### src/rtl/rf_scoreboard_pkg.sv
// Shared GPR constants and WB_TO_ID_BUS field accessors for the write scoreboard.
package rf_scoreboard_pkg;

    localparam int GPR_NUM    = 32;
    localparam int GPR_ADDR_W = 5;
    localparam int SB_CNT_W   = 2;

    // WB_TO_ID_BUS layout is {rf_we, rf_waddr[4:0], rf_wdata[31:0]}
    localparam int WB_TO_ID_BUS_W  = 38;
    localparam int WB_RF_WE_BIT    = 37;
    localparam int WB_RF_WADDR_LSB = 32;

    typedef logic [GPR_ADDR_W-1:0] gpr_addr_t;

    function automatic logic wb_bus_rf_we(input logic [WB_TO_ID_BUS_W-1:0] bus);
        return bus[WB_RF_WE_BIT];
    endfunction

    function automatic gpr_addr_t wb_bus_rf_waddr(input logic [WB_TO_ID_BUS_W-1:0] bus);
        return bus[WB_RF_WADDR_LSB +: GPR_ADDR_W];
    endfunction

endpackage

### src/rtl/rf_scoreboard_if.sv
// ID/WB-side signal bundle of the register-file write scoreboard.
interface rf_scoreboard_if
    import rf_scoreboard_pkg::*;
#(
    parameter int NUM_REGS = GPR_NUM
);
    logic                id_issue_valid;
    logic                id_issue_gr_we;
    gpr_addr_t           id_issue_dest;
    logic                id_src1_en;
    gpr_addr_t           id_src1;
    logic                id_src2_en;
    gpr_addr_t           id_src2;
    gpr_addr_t           id_dest_probe;
    logic                id_dest_probe_we;
    logic                wb_retire_we;
    gpr_addr_t           wb_retire_dest;
    logic                flush;
    logic                id_stall;
    logic [NUM_REGS-1:0] busy_vec;

    modport master (
        output id_issue_valid, id_issue_gr_we, id_issue_dest,
        output id_src1_en, id_src1, id_src2_en, id_src2,
        output id_dest_probe, id_dest_probe_we,
        output wb_retire_we, wb_retire_dest, flush,
        input  id_stall, busy_vec
    );

    modport slave (
        input  id_issue_valid, id_issue_gr_we, id_issue_dest,
        input  id_src1_en, id_src1, id_src2_en, id_src2,
        input  id_dest_probe, id_dest_probe_we,
        input  wb_retire_we, wb_retire_dest, flush,
        output id_stall, busy_vec
    );

endinterface

### src/rtl/rf_scoreboard_counter.sv
// One saturating pending-write counter for a single GPR.
module sb_counter #(
    parameter int CNT_W = 2
) (
    input  logic clk,
    input  logic reset,
    input  logic clr,
    input  logic inc,
    input  logic dec,
    output logic is_zero,
    output logic is_one,
    output logic is_max
);
    logic [CNT_W-1:0] cnt;

    assign is_zero = (cnt == '0);
    assign is_one  = (cnt == CNT_W'(1));
    assign is_max  = (cnt == '1);

    // inc and dec together cancel; an out-of-range step holds the count
    always_ff @(posedge clk) begin
        if (reset || clr) begin
            cnt <= '0;
        end else if (inc && !dec && !is_max) begin
            cnt <= cnt + CNT_W'(1);
        end else if (dec && !inc && !is_zero) begin
            cnt <= cnt - CNT_W'(1);
        end
    end

`ifndef SYNTHESIS
    always_ff @(posedge clk) begin
        if (!reset && !clr) begin
            assert (!(dec && is_zero))
                else $warning("sb_counter: WB retire with no pending write");
            assert (!(inc && !dec && is_max))
                else $error("sb_counter: issue while pending count saturated");
        end
    end
`endif

endmodule

### src/rtl/rf_scoreboard.sv
// Counter-based GPR write scoreboard between ID and WB; raises id_stall on RAW or count overflow.
module rf_scoreboard
    import rf_scoreboard_pkg::*;
#(
    parameter int NUM_REGS  = GPR_NUM,
    parameter int CNT_W     = SB_CNT_W,
    parameter bit WB_BYPASS = 1'b1
) (
    input  logic           clk,
    input  logic           reset,
    rf_scoreboard_if.slave sb
);
    logic [NUM_REGS-1:1] inc_vec;
    logic [NUM_REGS-1:1] dec_vec;
    logic [NUM_REGS-1:1] zero_vec;
    logic [NUM_REGS-1:1] one_vec;
    logic [NUM_REGS-1:1] max_vec;
    logic [NUM_REGS-1:0] busy_now;
    logic [NUM_REGS-1:0] ovf_now;
    logic [NUM_REGS-1:0] busy_state;

    // r0 is hardwired zero: never counted, never busy, never overflows
    assign busy_now[0]   = 1'b0;
    assign ovf_now[0]    = 1'b0;
    assign busy_state[0] = 1'b0;

    for (genvar r = 1; r < NUM_REGS; r++) begin : g_reg
        assign inc_vec[r] = sb.id_issue_valid && sb.id_issue_gr_we &&
                            (sb.id_issue_dest == gpr_addr_t'(r));
        assign dec_vec[r] = sb.wb_retire_we && (sb.wb_retire_dest == gpr_addr_t'(r));

        sb_counter #(
            .CNT_W (CNT_W)
        ) u_cnt (
            .clk     (clk),
            .reset   (reset),
            .clr     (sb.flush),
            .inc     (inc_vec[r]),
            .dec     (dec_vec[r]),
            .is_zero (zero_vec[r]),
            .is_one  (one_vec[r]),
            .is_max  (max_vec[r])
        );

        // the last pending write retiring now is visible to ID through RF write-through
        assign busy_now[r]   = !zero_vec[r] && !(WB_BYPASS && one_vec[r] && dec_vec[r]);
        assign ovf_now[r]    = max_vec[r] && !dec_vec[r];
        assign busy_state[r] = !zero_vec[r];
    end

    assign sb.busy_vec = busy_state;
    assign sb.id_stall = (sb.id_src1_en       && busy_now[sb.id_src1]) ||
                         (sb.id_src2_en       && busy_now[sb.id_src2]) ||
                         (sb.id_dest_probe_we && ovf_now[sb.id_dest_probe]);

endmodule
### src/flat_wrapper.sv
// flat-port wrapper written by rule: the top's interface ports become plain ports
module rf_scoreboard_flat import rf_scoreboard_pkg::*;
#(
    parameter int NUM_REGS  = GPR_NUM,
    parameter int CNT_W     = SB_CNT_W,
    parameter bit WB_BYPASS = 1'b1
)
  (clk, reset, sb_id_issue_valid, sb_id_issue_gr_we, sb_id_issue_dest, sb_id_src1_en, sb_id_src1, sb_id_src2_en, sb_id_src2, sb_id_dest_probe, sb_id_dest_probe_we, sb_wb_retire_we, sb_wb_retire_dest, sb_flush, sb_id_stall, sb_busy_vec);
  rf_scoreboard_if #(.NUM_REGS(NUM_REGS)) sb_i ();
  input  logic clk;
  input  logic reset;
  input wire logic [$bits(sb_i.id_issue_valid)-1:0] sb_id_issue_valid;
  input wire logic [$bits(sb_i.id_issue_gr_we)-1:0] sb_id_issue_gr_we;
  input wire logic [$bits(sb_i.id_issue_dest)-1:0] sb_id_issue_dest;
  input wire logic [$bits(sb_i.id_src1_en)-1:0] sb_id_src1_en;
  input wire logic [$bits(sb_i.id_src1)-1:0] sb_id_src1;
  input wire logic [$bits(sb_i.id_src2_en)-1:0] sb_id_src2_en;
  input wire logic [$bits(sb_i.id_src2)-1:0] sb_id_src2;
  input wire logic [$bits(sb_i.id_dest_probe)-1:0] sb_id_dest_probe;
  input wire logic [$bits(sb_i.id_dest_probe_we)-1:0] sb_id_dest_probe_we;
  input wire logic [$bits(sb_i.wb_retire_we)-1:0] sb_wb_retire_we;
  input wire logic [$bits(sb_i.wb_retire_dest)-1:0] sb_wb_retire_dest;
  input wire logic [$bits(sb_i.flush)-1:0] sb_flush;
  output wire logic [$bits(sb_i.id_stall)-1:0] sb_id_stall;
  output wire logic [$bits(sb_i.busy_vec)-1:0] sb_busy_vec;
  assign sb_i.id_issue_valid = sb_id_issue_valid;
  assign sb_i.id_issue_gr_we = sb_id_issue_gr_we;
  assign sb_i.id_issue_dest = sb_id_issue_dest;
  assign sb_i.id_src1_en = sb_id_src1_en;
  assign sb_i.id_src1 = sb_id_src1;
  assign sb_i.id_src2_en = sb_id_src2_en;
  assign sb_i.id_src2 = sb_id_src2;
  assign sb_i.id_dest_probe = sb_id_dest_probe;
  assign sb_i.id_dest_probe_we = sb_id_dest_probe_we;
  assign sb_i.wb_retire_we = sb_wb_retire_we;
  assign sb_i.wb_retire_dest = sb_wb_retire_dest;
  assign sb_i.flush = sb_flush;
  assign sb_id_stall = sb_i.id_stall;
  assign sb_busy_vec = sb_i.busy_vec;
  rf_scoreboard #(.NUM_REGS(NUM_REGS), .CNT_W(CNT_W), .WB_BYPASS(WB_BYPASS)) u_core (.clk(clk), .reset(reset), .sb(sb_i));
endmodule
### config.mk
export PLATFORM = sky130hd
export DESIGN_NAME = rf_scoreboard_flat
export DESIGN_NICKNAME = d
export VERILOG_FILES = /design/src/rtl/rf_scoreboard_pkg.sv /design/src/rtl/rf_scoreboard_if.sv /design/src/rtl/rf_scoreboard_counter.sv /design/src/rtl/rf_scoreboard.sv /design/src/flat_wrapper.sv
export SDC_FILE = /design/constraint.sdc
export NUM_CORES = 1
export LEC_CHECK = 0
export CAP_MARGIN = 20
export CORE_MARGIN = 8
export CORE_UTILIZATION = 55
export DETAILED_ROUTE_END_ITERATION = 8
export GPL_TIMING_DRIVEN = 0
export PLACE_DENSITY = 0.78
export SLEW_MARGIN = 20
export SYNTH_ARGS = -nofsm -noshare
export SYNTH_HDL_FRONTEND = slang
export SYNTH_SLANG_ARGS = --single-unit
export TNS_END_PERCENT = 100
### constraint.sdc
create_clock -name clk -period 3.15 [get_ports clk]
set_input_delay 0.63 -clock clk [delete_from_list [all_inputs] [get_ports clk]]
set_output_delay 0.63 -clock clk [all_outputs]
set_load 0.1 [all_outputs]
==> summary.md <==
| Metric | Value |
|---|---|
| PnR worst setup slack | `-199 ps` |
| Final Skew | `5.60 ps` |
| GR Util All Layers | `between 20% and 30%` |
| Hold Vio Cnt, Final | `0` |
| Failing checks | `setup timing` |
| I/O pin cnt | `67` |
| RSZ-0062 raised after global routing | `yes` |
| Critical Path Slowest Stage Cell | `clkdlybuf4s50_1` |
| Clock Latency Late Sink | `roughly 360 ps` |
| Sequential cell area fraction in the yosys report | `roughly a fifth` |
| Reg-to-reg slack, setup | `roughly 1100 ps` |
| Max reg flops | `62` |
| CP required | `roughly 2500 ps` |
| Min cycle time layout | `about 3300 ps` |
| Nets@finish | `approximately 1,100` |
| Synthesized area per cell | `around 7.5 sq um` |
| Clk pwr share | `about 45%` |
| Die ar. | `15,700 sq um` |
| Worst R2R Path Depth | `5` |
| Crit path to | `sb_id_stall` |
| Distinct cells, synth | `57` |
| Critical path startpoint | `sb_id_dest_probe[1]` |
| Max cap viols | `0` |
| Peak supply drop | `0.000362 V` |
| Sw frac | `between 30% and 40%` |
| Placed cell count | `about 1,100` |
| LEAKAGE | `approximately 0.0033 uW` |
| CTS tree | `built` |
| Mapped Nets | `around 1,000` |
| Largest net degree at the start of global routing | `11` |
| Final Max Slew Viols | `0` |
| Setup TNS | `-199 ps` |
| Power Total | `roughly 2100 uW` |
| Post-route ant nets | `0` |
| Share of the synthesized area in the top cell type | `approximately a fifth` |
| Drt drc | `0` |
| Core Footprint | `roughly 12,000 sq um` |
| Clk sinks | `62` |
| DRT Pass-1 Iters | `6` |
| Critical-path cell list | `clkdlybuf4s50_1 > clkbuf_2 > a21oi_1 > nor3_1 > a311oi_2 > o21a_1 > o211ai_4 > buf_12` |
| CP Depth | `8` |
| Biggest register | `u_core.g.u_cnt.cnt` |
| Final HPWL DP | `between 15 and 20 mm` |
| Slew @ Worst Pin | `approximately 1100 ps` |
| # setup viols final | `1` |
| Fin util | `70.5%` |
| Port Buf Inserts | `between 50 and 60` |
| Post-CTS Hold Fix Bufs | `0` |
| Register bit total from synthesis | `62` |
| Avg WL per Cell | `~20 microns` |
| Area leader, netlist | `dfxtp_1` |
| Clock transition at path regs | `50 ps` |
| Psw | `650 uW` |
| CP delay by family, top | `buffers and inverters` |
| Setup crit end kind | `output port` |
| Worst r2r src | `u_core.g_reg[18].u_cnt.cnt[0]` |
| Worst relative slew slack | `a little under a quarter` |
| Via-per-instance ratio | `6.36` |
| Multi-input gate area | `~5000 sq um` |
| Initial Util | `55.4%` |
| Crit path kind | `input port to output port` |
| Top Registers | `u_core.g.u_cnt.cnt (62)` |
| Top cells by area, synth | `dfxtp_1 19%, ha_1 18%, inv_1 6.3%` |
| First-pass GRT wire length | `between 30 and 40 mm` |
| DIE HEIGHT | `about 130 microns` |
| Seq pwr share | `a little under two fifths` |
| Area growth syn-to-layout | `27.1%` |
| Status | `complete, but fails checks` |
| Pwr/cell area | `257 nW/um^2` |
| Largest stage delay, worst path | `650 ps` |
| Number of flops mapped to enable cells by yosys | `0` |
| Mapped cell area | `about 6600 sq um` |
| Initial DRC count | `~880` |
| Rows | `40` |
| Most frequent cells in the layout | `111 x inv_1, 93 x ha_1, 85 x nor2_1` |
| Critical Path AT | `2720 ps` |
| Tcrit/Tclk final | `106%` |
| Final non-filler cell total | `approximately 1,100` |
| H-Tree Depth | `3` |
| DR vias | `7,095` |
| Int Pwr | `about 1500 uW` |
| Post-synth top flop | `dfxtp_1` |
| Placer Congestion | `0.984` |
| Grt ovf | `0` |
| FF-to-FF End | `u_core.g_reg[18].u_cnt.cnt[1]` |
| Root buffer cell | `clkbuf_16` |
| HP Class | `flop to flop` |
| Synthesis Warnings | `0` |
| DP Worst Slack | `-1790 ps` |
| Routed wire length | `22.3 mm` |
| Initial antenna violation count | `1` |
| Buf/Inv on CP | `3` |
| CP startpoint kind | `input port` |
| Clock buffer depth | `2` |
| Most common cell after layout, fill and taps aside | `inv_1` |
| Crit Path Max Fanout | `10` |
| Vias in the first global route | `between 6,000 and 7,000` |
| Fillers | `approximately 920` |
| DIE WIDTH | `~130 microns` |
| Fmax | `299 MHz` |
| Synthesized instance count | `about 900` |
| Sequential Area | `between 1000 and 1500 sq um` |
| Post-synthesis async set-or-reset flop share | `0%` |
| CTS Buf Count | `9` |
| Share of cells above drive strength 1 | `between 10 and 15%` |
| Combinational power share | `18.3%` |
-- final cells by class --
type	count	share of cell area, %
sequential	62	14.9
antenna	1	0.0299
clock buffer	11	3.02
timing repair buffer	79	9.33
clock inverter	4	0.270
buffer	43	3.82
tap	147	2.20
multi-input combinational	658	61.5
inverter	111	4.99
-- Yosys cell counts, types with 3 or more instances --
cell type  count
and3_1         5
nor3b_1       14
o221ai_1       9
nand3b_1       4
a311oi_1      13
and4b_1        4
or2_2          3
nand3_1       19
nor4b_1       12
nor2b_1       22
nand2b_1       7
a31oi_1       38
or3_1         11
a21oi_1       47
nor2_1        87
a22oi_1        5
nand4_1        4
ha_1          93
and2_1         3
a211o_1       10
buf_2         16
nand2_1       74
mux2i_1        7
a211oi_1      25
xnor2_1       21
o21ai_0       22
mux2_2        17
dfxtp_1       62
mux4_2         6
nor3_1        38
clkbuf_1      23
a2111oi_0     11
inv_1        111
-- worst min path at each step --
stage / from / to / cells past startpoint
after floorplan: u_core.g_reg[12].u_cnt.cnt[1] / u_core.g_reg[12].u_cnt.cnt[1] / 2
after global placement: u_core.g_reg[1].u_cnt.cnt[1] / u_core.g_reg[1].u_cnt.cnt[1] / 2
after detailed placement: u_core.g_reg[22].u_cnt.cnt[1] / u_core.g_reg[22].u_cnt.cnt[1] / 2
after CTS: u_core.g_reg[22].u_cnt.cnt[1] / u_core.g_reg[22].u_cnt.cnt[1] / 2
after global routing: u_core.g_reg[7].u_cnt.cnt[1] / u_core.g_reg[7].u_cnt.cnt[1] / 2
final: u_core.g_reg[10].u_cnt.cnt[1] / u_core.g_reg[10].u_cnt.cnt[1] / 2
-- logic make-up after synthesis --
group                      count (synthesis)  share of synthesized area, %
other                                      1                        0.0570
buffers and inverters                    156                          9.55
DFF                                       62                          18.9
muxes                                     31                          6.43
and+or+nand+nor                          318                          24.8
adders and majority gates                 93                          17.7
AOI/OAI and AO/OA                        194                          19.8
xor gates and xnor gates                  21                          2.80
-- metrics by stage --
stage | cell area (sq um) | hold WS [ps]
after floorplan | 6590 | 516
after global placement | 7360 | 543
after detailed placement | 7360 | 549
after CTS | 8280 | 565
after global routing | 8360 | 582
final | 8360 | 558
-- worst reg2reg max path, stage by stage (launching register included) --
cell       delay (ps)
dfxtp_1           350
inv_1              80
ha_1              260
a2111oi_0         910
a211oi_1          190
nor3_1            160
-- power by group through the flow --
stage / Clock (uW) / Combinational (uW) / Sequential, uW
6_report: 966 / 392 / 788
5_1_grt: 997 / 402 / 788
4_1_cts: 972 / 370 / 788
3_5_place_dp: 0 / 309 / 805
3_3_place_gp: 0 / 306 / 805
2_1_floorplan: 0 / 188 / 804
-- what timing repair did --
action,in CTS,in global routing
setup buffers,12,3
gates cloned,6,0
gates resized for setup,145,11
pin swaps,23,10
endpoints found under the setup margin,1,1
-- layer usage --
layer / track usage, % / up-vias / part of all wire [%]
li1: - / 3283 / -
met2: 43.5 / 441 / 43
met3: 7.95 / 114 / 11
met4: 15.3 / 2 / 5.7
met1: 31.9 / 3255 / 39
met5: 1.95 / - / 0.20
No activity file was read; power rests on OpenSTA's default activity.
